<file path="src/rtl/alu_op_dispatcher.sv">
// Op FIFO in front of a SimpleALU: issues one op at a time over the ALU's
// Ready busy/done protocol and holds each result in a single output register.
module alu_op_dispatcher #(
    parameter int INPUT_BIT_WIDTH = 8,
    parameter int INSTR_BIT_WIDTH = 5,
    parameter int FLAGS_COUNT     = 1,
    parameter int FIFO_DEPTH_LOG2 = 2,
    parameter int BUSY_TIMEOUT    = 15,
    parameter logic [INSTR_BIT_WIDTH-1:0] CODE_INSTR_NOP = {INSTR_BIT_WIDTH{1'b0}}
) (
    input  logic                       Clk,
    input  logic                       Reset,
    input  logic                       OpValid,
    output logic                       OpReady,
    input  logic [INSTR_BIT_WIDTH-1:0] OpInstr,
    input  logic [INPUT_BIT_WIDTH-1:0] OpA,
    input  logic [INPUT_BIT_WIDTH-1:0] OpB,
    output logic [INSTR_BIT_WIDTH-1:0] AluInstruction,
    output logic [INPUT_BIT_WIDTH-1:0] AluInputA,
    output logic [INPUT_BIT_WIDTH-1:0] AluInputB,
    input  logic [INPUT_BIT_WIDTH-1:0] AluResultA,
    input  logic [INPUT_BIT_WIDTH-1:0] AluResultB,
    input  logic [FLAGS_COUNT-1:0]     AluFlags,
    input  logic                       AluReady,
    output logic                       ResValid,
    input  logic                       ResReady,
    output logic [INPUT_BIT_WIDTH-1:0] ResA,
    output logic [INPUT_BIT_WIDTH-1:0] ResB,
    output logic [FLAGS_COUNT-1:0]     ResFlags,
    output logic                       ResTimeout,
    output logic [FIFO_DEPTH_LOG2:0]   Pending
);

    localparam int DEPTH = 1 << FIFO_DEPTH_LOG2;
    localparam int CW    = FIFO_DEPTH_LOG2 + 1;
    localparam int TW    = $clog2(BUSY_TIMEOUT + 1);

    typedef enum logic [1:0] {S_IDLE, S_ISSUE, S_BUSY, S_CAPTURE} state_t;

    logic [INSTR_BIT_WIDTH-1:0] r_q_instr [DEPTH];
    logic [INPUT_BIT_WIDTH-1:0] r_q_a     [DEPTH];
    logic [INPUT_BIT_WIDTH-1:0] r_q_b     [DEPTH];
    logic [FIFO_DEPTH_LOG2-1:0] r_wr_ptr, r_rd_ptr;
    logic [CW-1:0]              r_count;

    state_t                     r_state, w_state_nx;
    logic [INSTR_BIT_WIDTH-1:0] r_instr, w_instr_nx;
    logic [INPUT_BIT_WIDTH-1:0] r_a, w_a_nx, r_b, w_b_nx;
    logic [TW-1:0]              r_tcnt, w_tcnt_nx, w_tcnt_inc;
    logic                       r_tflag, w_tflag_nx;
    logic                       r_res_valid, w_res_valid_nx;
    logic [INPUT_BIT_WIDTH-1:0] r_res_a, w_res_a_nx, r_res_b, w_res_b_nx;
    logic [FLAGS_COUNT-1:0]     r_res_flags, w_res_flags_nx;
    logic                       r_res_to, w_res_to_nx;
    logic                       w_push, w_pop;

    // Occupancy-based ready: a full FIFO refuses a push even on a popping edge.
    assign OpReady = (r_count < CW'(DEPTH));
    assign w_push  = OpValid && OpReady;
    assign Pending = r_count;

    always_ff @(posedge Clk) begin
        if (w_push) begin
            r_q_instr[r_wr_ptr] <= OpInstr;
            r_q_a[r_wr_ptr]     <= OpA;
            r_q_b[r_wr_ptr]     <= OpB;
        end
    end

    always_ff @(posedge Clk or posedge Reset) begin
        if (Reset) begin
            r_wr_ptr <= '0;
            r_rd_ptr <= '0;
            r_count  <= '0;
        end else begin
            if (w_push) r_wr_ptr <= r_wr_ptr + FIFO_DEPTH_LOG2'(1);
            if (w_pop)  r_rd_ptr <= r_rd_ptr + FIFO_DEPTH_LOG2'(1);
            case ({w_push, w_pop})
                2'b10:   r_count <= r_count + CW'(1);
                2'b01:   r_count <= r_count - CW'(1);
                default: r_count <= r_count;
            endcase
        end
    end

    assign w_tcnt_inc = r_tcnt + TW'(1);

    always_comb begin
        w_state_nx      = r_state;
        w_instr_nx      = r_instr;
        w_a_nx          = r_a;
        w_b_nx          = r_b;
        w_tcnt_nx       = r_tcnt;
        w_tflag_nx      = r_tflag;
        w_res_valid_nx  = r_res_valid && !ResReady;
        w_res_a_nx      = r_res_a;
        w_res_b_nx      = r_res_b;
        w_res_flags_nx  = r_res_flags;
        w_res_to_nx     = r_res_to;
        w_pop           = 1'b0;
        case (r_state)
            S_IDLE: begin
                w_instr_nx = CODE_INSTR_NOP;
                if ((r_count != '0) && AluReady && !r_res_valid) begin
                    w_pop      = 1'b1;
                    w_instr_nx = r_q_instr[r_rd_ptr];
                    w_a_nx     = r_q_a[r_rd_ptr];
                    w_b_nx     = r_q_b[r_rd_ptr];
                    w_tcnt_nx  = '0;
                    w_tflag_nx = 1'b0;
                    w_state_nx = S_ISSUE;
                end
            end
            S_ISSUE: begin
                if (!AluReady) begin
                    w_state_nx = S_BUSY;
                end else begin
                    w_tcnt_nx = w_tcnt_inc;
                    if (w_tcnt_inc == TW'(BUSY_TIMEOUT)) begin
                        w_tflag_nx = 1'b1;
                        w_state_nx = S_CAPTURE;
                    end
                end
            end
            S_BUSY: begin
                if (AluReady) w_state_nx = S_CAPTURE;
            end
            S_CAPTURE: begin
                w_res_valid_nx = 1'b1;
                w_res_a_nx     = AluResultA;
                w_res_b_nx     = AluResultB;
                w_res_flags_nx = AluFlags;
                w_res_to_nx    = r_tflag;
                w_instr_nx     = CODE_INSTR_NOP;
                w_state_nx     = S_IDLE;
            end
            default: w_state_nx = S_IDLE;
        endcase
    end

    always_ff @(posedge Clk or posedge Reset) begin
        if (Reset) begin
            r_state     <= S_IDLE;
            r_instr     <= CODE_INSTR_NOP;
            r_a         <= '0;
            r_b         <= '0;
            r_tcnt      <= '0;
            r_tflag     <= 1'b0;
            r_res_valid <= 1'b0;
            r_res_a     <= '0;
            r_res_b     <= '0;
            r_res_flags <= '0;
            r_res_to    <= 1'b0;
        end else begin
            r_state     <= w_state_nx;
            r_instr     <= w_instr_nx;
            r_a         <= w_a_nx;
            r_b         <= w_b_nx;
            r_tcnt      <= w_tcnt_nx;
            r_tflag     <= w_tflag_nx;
            r_res_valid <= w_res_valid_nx;
            r_res_a     <= w_res_a_nx;
            r_res_b     <= w_res_b_nx;
            r_res_flags <= w_res_flags_nx;
            r_res_to    <= w_res_to_nx;
        end
    end

    assign AluInstruction = r_instr;
    assign AluInputA      = r_a;
    assign AluInputB      = r_b;
    assign ResValid       = r_res_valid;
    assign ResA           = r_res_a;
    assign ResB           = r_res_b;
    assign ResFlags       = r_res_flags;
    assign ResTimeout     = r_res_to;

endmodule

</file>
<file path="config.mk">
export PLATFORM = sky130hd
export DESIGN_NAME = alu_op_dispatcher
export DESIGN_NICKNAME = d
export VERILOG_FILES = /design/src/rtl/alu_op_dispatcher.sv
export SDC_FILE = /design/constraint.sdc
export NUM_CORES = 1
export LEC_CHECK = 0
export ABC_AREA = 1
export ABC_CLOCK_PERIOD_IN_PS = 3200
export CORE_UTILIZATION = 53
export CTS_CLUSTER_SIZE = 8
export DETAILED_ROUTE_END_ITERATION = 6
export GPL_ROUTABILITY_DRIVEN = 0
export GPL_TIMING_DRIVEN = 1
export PLACE_DENSITY = 0.81
export SLEW_MARGIN = 20
export SYNTH_ARGS = -nofsm -noshare
export SYNTH_HDL_FRONTEND = slang
export SYNTH_SLANG_ARGS = --single-unit
</file>
<file path="constraint.sdc">
create_clock -name Clk -period 3.2 [get_ports Clk]
set_clock_uncertainty 0.2 [all_clocks]
set_input_delay 0.96 -clock Clk [delete_from_list [all_inputs] [get_ports Clk]]
set_output_delay 0.96 -clock Clk [all_outputs]
set_load 0.02 [all_outputs]
</file>
==> summary.txt <==
Critical path
  – Reg-to-reg critical path endpoint: Pending[2]
  – Register-to-Register Setup Slack: between 0.5 and 0.6 ns
  – Startpoint of the most critical setup path: Pending[2]
  – Required @ worst endpoint: a little over 2 ns
  – Worst endpoint data arrival time: about 1.7 ns
  – End point of the critical path: OpReady
  – Largest driver fanout on the critical path: 3
  – Cell depth of the worst flop-to-flop path: 10
  – Crit start category: flip-flop
  – Kind of end point of the critical path: output port
  – Critical path type: flip-flop to output port
  – Reg-to-reg startpoint: r_state[0]

Clock tree
  – Buffers inserted during post-CTS setup optimization: 0
  – Number of hold buffers added after CTS: 0
  – TritonCTS clock tree: done
  – Clock transition at path regs: approximately 0.060 ns
  – Clock tree root driver cell: sky130_fd_sc_hd__clkbuf_8
  – Number of cells upsized or downsized after cts: 0
  – Number of buffers added by the clock tree synthesis step: 17
  – CTS sink cnt: 138
  – Clock latency on the worst-skew pair: 0.52 ns
  – Maximum count of clock buffers along a single path: 2
  – Maximum level of the CTS H-tree: 4

Detailed routing
  – Detailed-route wire length per cell: 16.0 µm
  – Detailed Routing Iterations Pass 1: 4
  – Remaining DRCs: 0
  – Final wirelength: between 10000 and 15000 µm
  – Antenna-violating nets left: 0
  – Vias after detailed routing: roughly 3.9k
  – Vias per cell: about 5.3
  – Number of violations reported at the end of detailed-routing iteration 0: ~330

Die
  – Die Height: ~100 µm
  – Core Area: about 10000 µm²
  – Area of the die: about 11000 µm²
  – Die extent in x: 104 µm
  – Initial core utilization: 54.3%
  – Row Count: 37
  – Count of boundary I/O pins: 87

Min path
  – Path type of the worst min-delay path: flip-flop to flip-flop
  – Start point of the worst min-delay path: ResB[7]

Yosys
  – Synth warnings: 0
  – Top post-synthesis cells by area: sky130_fd_sc_hd__edfxtp_1, sky130_fd_sc_hd__dfrtp_1, sky130_fd_sc_hd__nand2_1
  – Post-synth net total: around 540
  – Post-synth cell types: 28
  – Top cell type by total area after synthesis: sky130_fd_sc_hd__edfxtp_1
  – Main flop type after synthesis: sky130_fd_sc_hd__edfxtp_1
  – Netlist area before placement: around 5600 µm²
  – Ys async rst share: about two fifths
  – Number of synthesized flops with an enable pin: between 80 and 90
  – Share of the yosys chip area belonging to registers: between 60% and 70%
  – Instance count of the mapped netlist: 481
  – Top-area cell type share of the netlist area: a little under half
  – Most frequently used cell type in the post-synthesis netlist: sky130_fd_sc_hd__nand2_1
  – Count of state elements after synthesis: between 100 and 150
  – Top cells by count, synth: sky130_fd_sc_hd__nand2_1, sky130_fd_sc_hd__edfxtp_1, sky130_fd_sc_hd__o21ai_0
  – Syn_area_per_cell: ~12 µm²

GRT
  – Overall fraction of global-route tracks in use: around 23%
  – Vias in the first global route: between 3k and 4k
  – First-pass GRT wire length: ~19000 µm
  – Initial antenna violation count: 0
  – Leftover overflow at the end of global routing: 0
  – Largest net degree at the start of global routing: 55

Layout
  – Design area: between 7000 and 8000 µm²
  – Post-layout nets: between 600 and 700
  – Final antenna diode count: 0
  – Non-filler cells, final: approximately 730
  – Total of fill cells in the finished design: 682
  – Layout overhead on the synthesized area: 27.5%
  – Fraction of final layout cells sized beyond drive strength 1: 7.47%

Timing
  – Final TNS setup: 0 ns
  – Final-report setup violation count: 0
  – Fmax: between 300 and 400 MHz
  – Post-route clock period utilization: between 80% and 90%
  – Actual transition at the worst max-transition pin: 0.788 ns
  – Max-slew violation count: 0
  – Setup repair after global routing missed its margin: false
  – Tmin final: 2.81 ns
  – Final hold violation count: 0
  – Worst slew margin relative to its limit: between 40% and 50%

Power
  – Power density over cell area: between 900 and 1000 nW/µm²
  – Max rail drop VDD: between 300 and 400 µV
  – Leakage power: ~2.9 nW

Status
  – Result of the run: finished, final reports clean

Placement
  – Dpl cells: ~690
  – Area of placed instances: ~6600 µm²
  – Half-perimeter wire length after detailed placement: ~7000 µm
  – # port buffers: 86

Flow run
  – Max-cap viol count: 0
## per-stage QoR
step	worst slack, ns	util (%)	power, mW	hold slack [ns]
6_report	0.391	69.3	6.96	0.271
5_1_grt	0.342	69.3	7.34	0.296
4_1_cts	0.348	69.3	7.00	0.276
3_5_place_dp	0.0526	64.1	5.21	0.263
3_3_place_gp	0.102	64.1	5.09	0.252
2_1_floorplan	0.475	-	4.22	0.242
## worst max-delay path, stage by stage, from the launching register on
cell	delay (ns)
sky130_fd_sc_hd__dfrtp_1	0.40
sky130_fd_sc_hd__inv_1	0.11
sky130_fd_sc_hd__clkdlybuf4s50_1	0.62
## sequential cells by signal (all words and copies together) (netlist names)
| signal | count |
|---|---|
| AluInputB | 8 |
| r_rd_ptr | 2 |
| AluInputA | 8 |
| ResTimeout | 1 |
| r_state | 2 |
| AluInstruction | 5 |
| r_tcnt | 4 |
| ResFlags | 1 |
| r_q_a | 32 |
| ResB | 8 |
| Pending | 3 |
| r_q_b | 32 |
| ResA | 8 |
| r_tflag | 1 |
| ResValid | 1 |
| r_wr_ptr | 2 |
| r_q_instr | 20 |
## worst min-delay path by stage
stage                 end  slack, ns  cells past startpoint
2_1_floorplan     r_tflag       0.24                      2
3_3_place_gp      ResA[2]       0.25                      2
3_5_place_dp   ResTimeout       0.26                      2
4_1_cts          ResFlags       0.28                      2
5_1_grt          ResFlags       0.30                      2
6_report          ResB[7]       0.27                      2
## cells in the final DEF (no fill, tap or decap), drive strengths merged, types with 2 or more instances in the layout
master,synthesis,final
clkinv,1,9
clkbuf,8,21
nor2,51,51
a21oi,6,6
buf,12,10
nand2,127,127
o21ai,64,64
ha,12,12
o22ai,23,23
nand3,5,5
xor2,4,4
inv,25,25
bufinv,0,2
dfrtp,54,54
clkdlybuf4s50,0,86
edfxtp,84,84
## layer usage
metal / share of wire (%) / vias to the layer above / GRT usage, %
met5: 0 / - / 0
met2: 51 / 141 / 36.1
met3: 6.4 / 13 / 5.76
met4: 1.1 / 0 / 11.6
li1: - / 1833 / -
met1: 41 / 1878 / 28.7
## area by class of cell
cell class / count / area, µm² / share of cell area [%]
Clock buffer: 21 / 429 / 6.06
Multi-Input combinational cell: 297 / 1480 / 20.8
Timing Repair Buffer: 96 / 936 / 13.2
Inverter: 26 / 97.6 / 1.38
Tap cell: 136 / 170 / 2.40
Clock inverter: 11 / 104 / 1.47
Sequential cell: 138 / 3870 / 54.7
## kinds of logic after synthesis
group | Yosys count | share of synthesized area (%)
buffers and inverters | 46 | 3.76
adder cells (fa/ha/maj) | 13 | 3.06
AO/OA/AOI/OAI | 94 | 9.23
XOR/XNOR | 5 | 0.788
AND/OR/NAND/NOR | 185 | 13.5
flip-flops | 138 | 69.7
## where the power goes
group,internal (mW),switching [mW],leakage (nW)
logic,0.992,1.57,1.17
clock network,1.09,0.673,0.262
registers,2.35,0.281,1.44
No activity file was read; power rests on OpenSTA's default activity.
